### config.mk
export PLATFORM = sky130hd
export DESIGN_NAME = int2float_seq_flat
export DESIGN_NICKNAME = d
export VERILOG_FILES = /design/src/rtl/fcvt_pkg.sv /design/src/rtl/int2float_seq_if.sv /design/src/rtl/fcvt_round.sv /design/src/rtl/int2float_seq.sv /design/src/flat_wrapper.sv
export SDC_FILE = /design/constraint.sdc
export NUM_CORES = 1
export LEC_CHECK = 0
export CAP_MARGIN = 20
export CORE_AREA = 2 2 100 102
export CTS_CLUSTER_DIAMETER = 80
export CTS_CLUSTER_SIZE = 20
export DETAILED_ROUTE_END_ITERATION = 8
export DIE_AREA = 0 0 102 104
export DONT_BUFFER_PORTS = 1
export GPL_TIMING_DRIVEN = 0
export PLACE_DENSITY = 0.81
export SETUP_SLACK_MARGIN = 0.1
export SLEW_MARGIN = 20
export SYNTH_ARGS = -nofsm -noshare
export SYNTH_HDL_FRONTEND = slang
export SYNTH_SLANG_ARGS = --single-unit
export TNS_END_PERCENT = 5
### constraint.sdc
create_clock -name clk -period 4.15 [get_ports clk]
set_clock_uncertainty 0.2 [all_clocks]
set_input_delay 0.83 -clock clk [delete_from_list [all_inputs] [get_ports clk]]
set_output_delay 0.83 -clock clk [all_outputs]
set_load 0.01 [all_outputs]
### src/rtl/fcvt_pkg.sv
// Shared types and constants for the integer-to-single-precision converter.
// Holds the rounding-mode and FSM state encodings used by int2float_seq and fcvt_round.
package fcvt_pkg;

    typedef enum logic [2:0] {
        RNE = 3'b000,
        RTZ = 3'b001,
        RDN = 3'b010,
        RUP = 3'b011,
        RMM = 3'b100
    } rm_t;

    typedef enum logic [1:0] {
        IDLE  = 2'b00,
        NORM  = 2'b01,
        ROUND = 2'b10,
        DONE  = 2'b11
    } state_t;

    localparam logic [7:0] EXP_BIAS = 8'd127;
    // Biased exponent of an operand whose leading one already sits in bit 31.
    localparam logic [7:0] EXP_INIT = 8'd158;

endpackage

### src/rtl/int2float_seq_if.sv
// Operand/result handshake bundle for int2float_seq.
// The master side supplies operands and consumes results; the slave is the converter.
interface int2float_seq_if;

    logic        valid_in;
    logic        ready_in;
    logic [31:0] int_in;
    logic        is_unsigned;
    logic [2:0]  rm;
    logic        kill;
    logic        valid_out;
    logic        ready_out;
    logic [31:0] result;
    logic        fflag_nx;

    modport master (
        output valid_in, int_in, is_unsigned, rm, kill, ready_out,
        input  ready_in, valid_out, result, fflag_nx
    );

    modport slave (
        input  valid_in, int_in, is_unsigned, rm, kill, ready_out,
        output ready_in, valid_out, result, fflag_nx
    );

endinterface

### src/rtl/fcvt_round.sv
// Combinational rounding stage: takes a normalised magnitude (leading one in bit 31,
// passed without it) and produces the packed single-precision result and inexact flag.
module fcvt_round
    import fcvt_pkg::*;
(
    input  logic [30:0] i_mag,
    input  logic        i_sign,
    input  logic [7:0]  i_exp,
    input  logic [2:0]  i_rm,
    output logic [31:0] o_result,
    output logic        o_nx
);

    logic [22:0] w_mant;
    logic        w_guard;
    logic        w_sticky;
    logic        w_inc;
    logic [23:0] w_mantInc;
    logic [7:0]  w_expOut;

    always_comb begin
        w_mant   = i_mag[30:8];
        w_guard  = i_mag[7];
        w_sticky = |i_mag[6:0];

        // Encodings 101-111 are reserved and fall back to round-to-nearest-even.
        case (rm_t'(i_rm))
            RTZ:     w_inc = 1'b0;
            RDN:     w_inc = i_sign & (w_guard | w_sticky);
            RUP:     w_inc = ~i_sign & (w_guard | w_sticky);
            RMM:     w_inc = w_guard;
            default: w_inc = w_guard & (w_sticky | w_mant[0]);
        endcase

        w_mantInc = {1'b0, w_mant} + {23'd0, w_inc};
        w_expOut  = w_mantInc[23] ? (i_exp + 8'd1) : i_exp;

        o_result = {i_sign, w_expOut, (w_mantInc[23] ? 23'd0 : w_mantInc[22:0])};
        o_nx     = w_guard | w_sticky;
    end

endmodule

### src/rtl/int2float_seq.sv
// Multi-cycle FCVT.S.W / FCVT.S.WU converter: capture, normalise, round, hold result.
// Define FCVT_UNSIGNED_EN to honour is_unsigned; otherwise every operand is signed.
module int2float_seq
    import fcvt_pkg::*;
(
    input  logic           clk,
    input  logic           reset,
    int2float_seq_if.slave bus
);

    state_t      r_state;
    logic [31:0] r_mag;
    logic [7:0]  r_exp;
    logic        r_sign;
    logic [2:0]  r_rm;
    logic        r_valid;
    logic [31:0] r_result;
    logic        r_nx;

    logic        w_isUnsigned;
    logic        w_sign;
    logic [31:0] w_mag;
    logic [31:0] w_roundResult;
    logic        w_roundNx;

`ifdef FCVT_UNSIGNED_EN
    assign w_isUnsigned = bus.is_unsigned;
`else
    assign w_isUnsigned = 1'b0;
`endif

    // Negating 0x80000000 yields 0x80000000, which is the correct unsigned magnitude.
    assign w_sign = ~w_isUnsigned & bus.int_in[31];
    assign w_mag  = w_sign ? (~bus.int_in + 32'd1) : bus.int_in;

    assign bus.ready_in  = (r_state == IDLE);
    assign bus.valid_out = r_valid;
    assign bus.result    = r_result;
    assign bus.fflag_nx  = r_nx;

    fcvt_round u_round (
        .i_mag    (r_mag[30:0]),
        .i_sign   (r_sign),
        .i_exp    (r_exp),
        .i_rm     (r_rm),
        .o_result (w_roundResult),
        .o_nx     (w_roundNx)
    );

    // kill outranks every other transition, including a pending DONE handshake.
    always_ff @(posedge clk or posedge reset) begin
        if (reset) begin
            r_state  <= IDLE;
            r_mag    <= 32'd0;
            r_exp    <= 8'd0;
            r_sign   <= 1'b0;
            r_rm     <= 3'd0;
            r_valid  <= 1'b0;
            r_result <= 32'd0;
            r_nx     <= 1'b0;
        end else if (bus.kill) begin
            r_state <= IDLE;
            r_valid <= 1'b0;
        end else begin
            case (r_state)
                IDLE: begin
                    if (bus.valid_in) begin
                        r_sign  <= w_sign;
                        r_mag   <= w_mag;
                        r_exp   <= EXP_INIT;
                        r_rm    <= bus.rm;
                        r_state <= NORM;
                    end
                end
                NORM: begin
                    if (r_mag == 32'd0) begin
                        r_result <= 32'd0;
                        r_nx     <= 1'b0;
                        r_valid  <= 1'b1;
                        r_state  <= DONE;
                    end else if (r_mag[31]) begin
                        r_state <= ROUND;
                    end else if (r_mag[31:24] == 8'd0) begin
                        r_mag <= {r_mag[23:0], 8'd0};
                        r_exp <= r_exp - 8'd8;
                    end else begin
                        r_mag <= {r_mag[30:0], 1'b0};
                        r_exp <= r_exp - 8'd1;
                    end
                end
                ROUND: begin
                    r_result <= w_roundResult;
                    r_nx     <= w_roundNx;
                    r_valid  <= 1'b1;
                    r_state  <= DONE;
                end
                DONE: begin
                    if (bus.ready_out) begin
                        r_valid <= 1'b0;
                        r_state <= IDLE;
                    end
                end
                default: begin
                    r_state <= IDLE;
                    r_valid <= 1'b0;
                end
            endcase
        end
    end

endmodule

### src/flat_wrapper.sv
// flat-port wrapper written by rule: the top's interface ports become plain ports
module int2float_seq_flat import fcvt_pkg::*;
  (clk, reset, bus_valid_in, bus_int_in, bus_is_unsigned, bus_rm, bus_kill, bus_ready_out, bus_ready_in, bus_valid_out, bus_result, bus_fflag_nx);
  int2float_seq_if bus_i ();
  input  logic clk;
  input  logic reset;
  input wire logic [$bits(bus_i.valid_in)-1:0] bus_valid_in;
  input wire logic [$bits(bus_i.int_in)-1:0] bus_int_in;
  input wire logic [$bits(bus_i.is_unsigned)-1:0] bus_is_unsigned;
  input wire logic [$bits(bus_i.rm)-1:0] bus_rm;
  input wire logic [$bits(bus_i.kill)-1:0] bus_kill;
  input wire logic [$bits(bus_i.ready_out)-1:0] bus_ready_out;
  output wire logic [$bits(bus_i.ready_in)-1:0] bus_ready_in;
  output wire logic [$bits(bus_i.valid_out)-1:0] bus_valid_out;
  output wire logic [$bits(bus_i.result)-1:0] bus_result;
  output wire logic [$bits(bus_i.fflag_nx)-1:0] bus_fflag_nx;
  assign bus_i.valid_in = bus_valid_in;
  assign bus_i.int_in = bus_int_in;
  assign bus_i.is_unsigned = bus_is_unsigned;
  assign bus_i.rm = bus_rm;
  assign bus_i.kill = bus_kill;
  assign bus_i.ready_out = bus_ready_out;
  assign bus_ready_in = bus_i.ready_in;
  assign bus_valid_out = bus_i.valid_out;
  assign bus_result = bus_i.result;
  assign bus_fflag_nx = bus_i.fflag_nx;
  int2float_seq u_core (.clk(clk), .reset(reset), .bus(bus_i));
endmodule
== Yosys cells after proc, flatten, opt, wreduce, memory -nomap -nowiden ==
Index checks and enable logic that the tools add are counted.

* Reduce and logical (&&, ||, !) cells: 13
* Muxes and demuxes: 28
* Equality and inequality tests: 15
* Bitwise gates (word level): 8
* Add/sub/neg operators: 5

{| class="wikitable"
|+ Operators by type and width
! cell !! count
|-
| two-way mux 32 bit || 6
|-
| one-hot mux 32 bit (2 select lines) || 2
|-
| two-way mux 8 bit || 5
|-
| adder 32 x 1 -> 32 bit, second input constant || 1
|-
| logical NOT 32 bit || 1
|-
| inverter 32 bit || 1
|-
| adder 23 x 1 -> 24 bit || 1
|-
| two-way mux 23 bit || 1
|-
| one-hot mux 8 bit (2 select lines) || 1
|-
| AND reduction 3 bit || 4
|-
| two-way mux 2 bit || 5
|-
| adder 8 x 1 -> 8 bit, second input constant || 1
|-
| logical NOT 8 bit || 1
|-
| one-hot mux 2 bit (4 select lines) || 1
|-
| subtractor 8 x 1 -> 8 bit, second input constant || 1
|-
| subtractor 8 x 4 -> 8 bit, second input constant || 1
|-
| OR reduction 7 bit || 1
|-
| equality test 3 x 2 -> 1 bit, second input constant || 2
|-
| != test 2 bit, second input constant || 3
|-
| != test 3 bit, second input constant || 2
|-
| AND reduction 5 bit || 1
|-
| equality test 2 bit, second input constant || 2
|-
| two-way mux 1 bit || 4
|-
| != test 4 x 2 -> 1 bit, second input constant || 1
|-
| 15 further kinds || 20
|}

* Output and inout bits: 35
* Word-level logic and storage cells: 78
* Bits in registers: 80

== Logic depth before layout (Yosys ltp) ==
Gate-level depths: netlist of run 1.

* Depth after elaboration: 7
* Depth in mapped cells: 14
* Gate-level depth less buffers: 13

== Hierarchy ==
Synthesis of run 1 repeated with hierarchy kept, for this count alone.

* Cells, all modules: 582
* Area total of the unflattened synthesis: 5541.6 µm²

{| class="wikitable"
|+ By module, submodules not included
! module !! area each (µm²) !! times used !! cells each
|-
| int2float_seq || 4689.5 || 1 || 463
|-
| fcvt_round || 852.1 || 1 || 119
|}

== Worst setup path before layout of run 1 ==
Ideal clock, no wire load.

* Kind: input -> register
* From: input bus_int_in[16]
* To: register u_core.r_mag[30]
* Setup time: 126 ps
* Data arrival time: 3016 ps
* Required time: 3824 ps
* Cell stages on the path: 7
* Setup slack: 808 ps
* Cells stage by stage: or4_4 > or3_4 > or4_4 > buf_6 > o41ai_2 > xnor2_1 > a221o_1

* Word-level cells in the longest chain between the ends: 5

{| class="wikitable"
|+ Ends and longest elaborated chain
! item !! line !! source
|-
| start, declared || flat_wrapper.sv:8 || <nowiki>input wire logic [$bits(bus_i.int_in)-1:0] bus_int_in;</nowiki>
|-
| inverter 32 bit || int2float_seq.sv:34 || <nowiki>assign w_mag = w_sign ? (~bus.int_in + 32'd1) : bus.int_in;</nowiki>
|-
| adder 32 x 1 -> 32 bit || int2float_seq.sv:34 ||
|-
| two-way mux 32 bit || int2float_seq.sv:34 ||
|-
| two-way mux 32 bit || int2float_seq.sv:67 || <nowiki>if (bus.valid_in) begin</nowiki>
|-
| one-hot mux 32 bit (2 select lines) || int2float_seq.sv:65 || <nowiki>case (r_state)</nowiki>
|-
| end signal, assigned || int2float_seq.sv:69 || <nowiki>r_mag <= w_mag;</nowiki>
|-
| end signal, assigned || int2float_seq.sv:84 || <nowiki>r_mag <= {r_mag[23:0], 8'd0};</nowiki>
|-
| end signal, assigned || int2float_seq.sv:87 || <nowiki>r_mag <= {r_mag[30:0], 1'b0};</nowiki>
|-
| end, declared || int2float_seq.sv:12 || <nowiki>logic [31:0] r_mag;</nowiki>
|}

Every way passes these cells. The select of a mux whose other input is x is not followed.
A chain may end at the register's enable or synchronous reset.

== Final worst setup path of run 1 ==
* From: register u_core.r_mag[8]
* To: register u_core.r_result[8] (netlist: u_core.bus.result[8])

* Word-level cells in the longest chain between the ends: 6
* Elaborated cells on any way between the ends: 9

{| class="wikitable"
|+ Ends and longest elaborated chain
! item !! line !! source
|-
| bitwise OR 1 bit || fcvt_round.sv:32 || <nowiki>default: w_inc = w_guard & (w_sticky | w_mant[0]);</nowiki>
|-
| bitwise AND 1 bit || fcvt_round.sv:32 ||
|-
| one-hot mux 1 bit (4 select lines) || fcvt_round.sv:27 || <nowiki>case (rm_t'(i_rm))</nowiki>
|-
| adder 23 x 1 -> 24 bit || fcvt_round.sv:35 || <nowiki>w_mantInc = {1'b0, w_mant} + {23'd0, w_inc};</nowiki>
|-
| two-way mux 23 bit || fcvt_round.sv:38 || <nowiki>o_result = {i_sign, w_expOut, (w_mantInc[23] ? 23'd0 : w_mantInc[22:0])};</nowiki>
|-
| one-hot mux 32 bit (2 select lines) || int2float_seq.sv:65 ||
|-
| end signal, assigned || int2float_seq.sv:92 || <nowiki>r_result <= w_roundResult;</nowiki>
|-
| end, declared || int2float_seq.sv:17 || <nowiki>logic [31:0] r_result;</nowiki>
|}

Several ways; a longest one is shown, not always the timed one.

==> results of run 1 <==
[cells in the mapped netlist (2+ instances only)]
library cell  number
dfrtp_1           80
a41oi_1            2
a32o_1             2
nand2_1           43
xor2_1            20
or2_2              5
and4_1             2
and3_1             2
and2_1             3
o31a_1             3
a22oi_1            6
o31ai_1           11
mux2i_1           16
a2bb2oi_1          2
nand2b_1           6
nand4_1            9
nor4_1            13
xnor2_1           35
o41ai_1            2
a22o_1            13
or4_1              5
o2bb2ai_1         22
inv_1             15
nand3_1           13
nor2_1            35
nor2b_1            4
or3_1              5
a21oi_1           20
a221o_1           14
mux2_2             5
o211ai_1           2
a31oi_1            2
or4_4              2
ha_1              12
o21a_1             6
o21ai_0           23
nor3_1            24
o41ai_2            4
buf_1              2
clkbuf_1          40
o221ai_1           5
[kinds of logic after synthesis]
kind of cell             Yosys count  synth area share
AND/OR/NAND/NOR                  174             0.172
adder cells (fa/ha/maj)           13            0.0314
AO/OA/AOI/OAI                    147             0.223
flip-flops                        80             0.393
multiplexers                      21            0.0424
XOR/XNOR                          55            0.0945
buffers and inverters             58            0.0442
[per-layer routing]
layer | vias up | GRT usage | routed length (um)
met5 | - | 0 | 0
met2 | 221 | 0.441 | 6710
met1 | 2179 | 0.356 | 5800
met3 | 40 | 0.0598 | 1220
li1 | 2068 | - | -
met4 | 0 | 0.124 | 442
[state kept, by name, indices dropped and copies added, names as in the netlist]
signal	flops
u_core.bus.valid_out	1
u_core.bus.fflag_nx	1
u_core.r_state	2
u_core.r_sign	1
u_core.r_exp	8
u_core.r_rm	3
u_core.r_mag	32
u_core.bus.result	32
[per-stage QoR]
step / total power [mW] / util / hold WS, ns / cells
2_1_floorplan: 2.56 / - / 0.271 / 548
3_3_place_gp: 2.93 / 0.551 / 0.302 / 681
3_5_place_dp: 3.00 / 0.555 / 0.318 / 682
4_1_cts: 3.56 / 0.574 / 0.110 / 698
5_1_grt: 3.80 / 0.575 / 0.128 / 698
6_report: 3.59 / 0.575 / 0.104 / 698
[power breakdown]
part | switching (mW) | total, mW | internal (mW) | leakage (nW)
Clock | 0.288 | 0.558 | 0.270 | 0.0944
Combinational | 0.876 | 1.51 | 0.636 | 1.06
Sequential | 0.413 | 1.52 | 1.11 | 0.984
[path summary, 6_finish.rpt]
check,startpoint,to,slack (ns),cells past startpoint
max in group asynchronous,reset,u_core.r_mag[15],3.07,2
worst min-delay path,reset,u_core.bus.result[27],0.10,1
worst max-delay path,u_core.r_mag[8],u_core.bus.result[8],0.58,13
worst min register to register,u_core.r_rm[2],u_core.r_rm[2],0.34,1
worst max register to register,u_core.r_mag[8],u_core.bus.result[8],0.58,13
min in group clk,bus_kill,u_core.r_state[0],0.32,1
[repair_timing]
action | in CTS | in global routing
gates resized for setup | 0 | 1
setup buffers | 0 | 0
endpoints found under the setup margin | 0 | 10
[layout by cell type, fill, tap and decap left out, drive strengths merged, types with 9 or more instances in the layout]
master   Yosys  layout
nor2        35      35
nand3       13      13
ha          12      12
a221o       14      14
o21ai       23      23
xor2        20      20
inv         15      16
dfrtp       80      80
o31ai       11      11
nand2       43      43
nor4        13      13
o2bb2ai     22      22
mux2i       16      16
xnor2       35      35
a21oi       20      20
a22o        13      13
clkbuf      40      55
nand4        9       9
nor3        24      24
[area by class of cell]
cell class / count / area (um2) / share of cell area
multi-input combinational: 410 / 2880 / 0.525
sequential: 80 / 2000 / 0.365
clock buffer: 15 / 176 / 0.0322
buffer: 43 / 169 / 0.0308
tap: 133 / 166 / 0.0303
inverter: 15 / 58.8 / 0.0107
timing repair buffer: 1 / 27.5 / 0.00502
clock inverter: 1 / 8.76 / 0.00160
==> results.cfg, run 1 <==
[run_status]
status = finished, final reports clean

[global_routing]
grt_max_degree = 55
grt_pass1_vias = 4483
grt-ovfl-total = 0
gr-usage-all-layers = 0.276
antenna_found_initial = 0
grt_pass1_wl_um = 23000

[synth]
synth_enable_flop_cells = 0
synth_flop_cell = dfrtp_1
synth_top_cell_area_share = 0.393
yosysSeqAreaShare = 0.393
synthArstFlopShare = 1.00
netlist_instances = 548
synth.distinct_cells = 54
syn-num-nets = 601
synth_largest_area_cell = dfrtp_1
synth_area_leaders = dfrtp_1 39%, xnor2_1 6.0%, o2bb2ai_1 3.8%
syn_area_per_cell_um2 = 9.31
netlist_area_um2 = 5100
ys_ff_latch = 80
synth_warnings = 0

[cts]
clock_sink_count = 80
clk_path_buf_depth = 2
clkSlewWorstSetupHoldPaths_ns = 0.08
htree_levels = 3
numCtsBuffers = 9
insertion_delay_ns = 0.37
root_buffer = clkbuf_8
ctsHoldBuffers = 0
cts_tree = yes

[timing]
setup_tns_ns = 0
hold_violations = 0
post-route-period-util = 0.861
relSlewSlack = 0.399
worst_pin_slew_ns = 0.893
worst_slack_ns = 0.575
min_period_ns = 3.57
rsz0062_at_grt = false
slew_violations = 0
setup-violations-final = 0
max_freq_ghz = 0.280

[critical_path]
crit_chain = nor4_1, nand2_1, maj3_1, nand2_1, nand2_1, ha_1, nand4_1, nor3_2, nand4_1, nand2b_1, clkbuf_1, clkbuf_1, o2bb2ai_1
required_ns = 4.18
cp.buffers_inverters = 2
arrival_ns = 3.61
cp_slowest_cell = dfrtp_1
cpMostUsedCell = nand2_1
cp_top_family = simple AND/OR/NAND/NOR gates
endpoint_kind = flip-flop
critPathMaxFanout = 10
max_stage_delay_ns = 0.52
critPathLaunchType = flip-flop
crit_type = reg2reg

[placed_design]
io_buffers = 0
dp_slack_ns = 0.313
dpl-instance-area_um2 = 5300
hpwlAfterDp_um = 10500
gp_congestion = 0.925

[pwr]
vdd_drop_max_mv = 0.293
p_leak_nw = 2.14
powerDensity_nw_per_um2 = 654

[die]
ios = 76
initial_core_util = 0.534
rows = 36
fp.dieH_um = 104
fp.dieW_um = 102
coreArea_um2 = 9550
fp.dieArea_um2 = 10600

[routing]
routedWlPerCell_um = 20.3
postRouteAntennaNets = 0
dr.pass1.iters = 5
num_vias = 4508
wl_um = 14200
drtIter0Drc = 521
viasPerCell = 6.46
route.detailed.drc = 0

[job]
drv_cap = 0

[hold_path]
hold_class = in2async

[cells_and_area]
nNetsFinal = 613
n_fill_cell = 857
fin_area_um2 = 5490
areaGrowthSynthToFinish_pct = 7.58
antenna_cells = 0
drive_above_1_share = 0.0602
(Power assumes the default switching activity.)
==> run 2, diff against run 1 <==
- DONT_BUFFER_PORTS: 1 -> not set
- PLACE_DENSITY: 0.81 -> 0.91
==> run 2 against run 1 <==
  * Hold slack improved by 0.19 ns
  * Highest routed layer unchanged
  * Register-to-register slack barely moved
  * Die area did not move
  * Global-route usage rose by 0.77 points
  * Fmax fell by 2.5%
==> results.cfg, run 2 (synthesized netlist as in run 1, its figures left out) <==
[cells_and_area]
final_core_util = 0.656
drive_above_1_share = 0.0549
final_common_cell = dfrtp_1
nNetsFinal = 687
n_fill_cell = 793
fin_area_um2 = 6260
antenna_cells = 0
final_cells = 771
final_cell_mix = 80 x dfrtp_1, 74 x clkdlybuf4s50_1, 43 x nand2_1, 41 x clkbuf_1
areaGrowthSynthToFinish_pct = 22.8

[die]
initial_core_util = 0.534
coreArea_um2 = 9550
fp.dieW_um = 102
rows = 36
fp.dieH_um = 104
fp.dieArea_um2 = 10600
ios = 76

[timing]
min_period_ns = 3.67
slew_violations = 0
worst_pin_slew_ns = 0.888
post-route-period-util = 0.884
worst_slack_ns = 0.483
setup-violations-final = 0
whs_ns = 0.294
rsz0062_at_grt = false
hold_violations = 0
relSlewSlack = 0.403
max_freq_ghz = 0.273
setup_tns_ns = 0

[critical_path]
crit_type = in2reg
worstSetupEndpoint = u_core.r_mag[30]
arrival_ns = 3.72
r2r_cells = 13
reg2reg_to = u_core.bus.result[3]
required_ns = 4.20
endpoint_kind = flip-flop
critPathMaxFanout = 8
critPathLaunchType = input port
crit_start = bus_int_in[16]
r2r_start = u_core.r_mag[3]
r2r_slack_ns = 0.57

[pwr]
switching_share = 0.408
p_clk_frac = 0.163
combPwrFrac = 0.481
p_total_mw = 4.03
p_leak_nw = 2.44
p_sw_mw = 1.64
powerDensity_nw_per_um2 = 643
vdd_drop_max_mv = 0.247
p_int_mw = 2.38
seq_power_share = 0.356

[placed_design]
io_buffers = 74
hpwlAfterDp_um = 11100
dpl-instance-area_um2 = 6040
gp_congestion = 0.938
dp_cells = 756
dp_slack_ns = 0.123

[cts]
insertion_delay_ns = 0.37
clkSlewWorstSetupHoldPaths_ns = 0.08
clk_path_buf_depth = 2
cts_resized = 0
numCtsBuffers = 9
htree_levels = 3
root_buffer = clkbuf_8
cts_tree = yes
clock_sink_count = 80
cts_setup_buffers = 0
ctsHoldBuffers = 0

[routing]
wl_um = 14600
drtIter0Drc = 439
routedWlPerCell_um = 18.9
dr.pass1.iters = 6
route.detailed.drc = 0
num_vias = 4862
viasPerCell = 6.31
postRouteAntennaNets = 0

[hold_path]
hold_class = reg2reg

[global_routing]
grt_pass1_wl_um = 23700
grt-ovfl-total = 0
gr-usage-all-layers = 0.284
grt_pass1_vias = 4726
grt_max_degree = 53
antenna_found_initial = 0

[job]
drv_cap = 0

[run_status]
status = finished, final reports clean
[run 2: cell types whose count changed in the layout (fill, tap and decap cells not counted)]
| cell | previous run | this run |
|---|---|---|
| bufinv_16 | 0 | 2 |
| clkbuf_1 | 43 | 41 |
| clkbuf_8 | 12 | 11 |
| clkdlybuf4s50_1 | 0 | 74 |
| clkinv_2 | 0 | 1 |
| inv_6 | 1 | 0 |
[run 2: power groups by stage]
stage	Sequential (mW)	Combinational, mW	Clock, mW
after floorplan	1.40	1.15	0
after global placement	1.41	1.83	0
after detailed placement	1.43	1.90	0
after CTS	1.42	1.91	0.652
after global routing	1.47	2.10	0.679
final	1.43	1.94	0.655
[run 2: how the worst min path moves through the flow]
| stage | end | cells after the start | from | slack [ns] |
|---|---|---|---|---|
| global route | u_core.bus.result[20] | 1 | u_core.bus.result[20] | 0.31 |
| CTS | u_core.bus.result[14] | 1 | u_core.bus.result[14] | 0.30 |
| detailed placement | u_core.bus.result[4] | 1 | u_core.bus.result[4] | 0.28 |
| global placement | u_core.bus.result[18] | 1 | u_core.bus.result[18] | 0.27 |
| finish | u_core.bus.result[2] | 1 | u_core.bus.result[2] | 0.29 |
| floorplan | u_core.r_exp[7] | 1 | u_core.r_exp[7] | 0.27 |
[run 2: worst max-delay path: stages]
cell and delay, ns:
clkdlybuf4s50_1 0.49, or4_4 0.59, or3_4 0.36, or4_4 0.52
buf_6 0.15, o41ai_2 0.31, xnor2_1 0.16, a221o_1 0.30
[run 2: metal layers]
layer / wire length, um / global-route usage / part of all wire / vias to the layer above
met3: 1080 / 0.0585 / 0.074 / 41
li1: - / - / - / 2203
met1: 6040 / 0.366 / 0.41 / 2351
met2: 7050 / 0.463 / 0.48 / 267
met4: 418 / 0.111 / 0.029 / 0
met5: 0 / 0 / 0 / -
[run 2: final cells by class]
cell class / instances / area [um2] / share of cell area
multi-input combinational: 410 / 2880 / 0.460
timing repair buffer: 75 / 768 / 0.123
inverter: 15 / 58.8 / 0.00939
buffer: 43 / 169 / 0.0270
clock buffer: 12 / 155 / 0.0248
tap: 133 / 166 / 0.0266
sequential: 80 / 2000 / 0.320
clock inverter: 3 / 65.1 / 0.0104
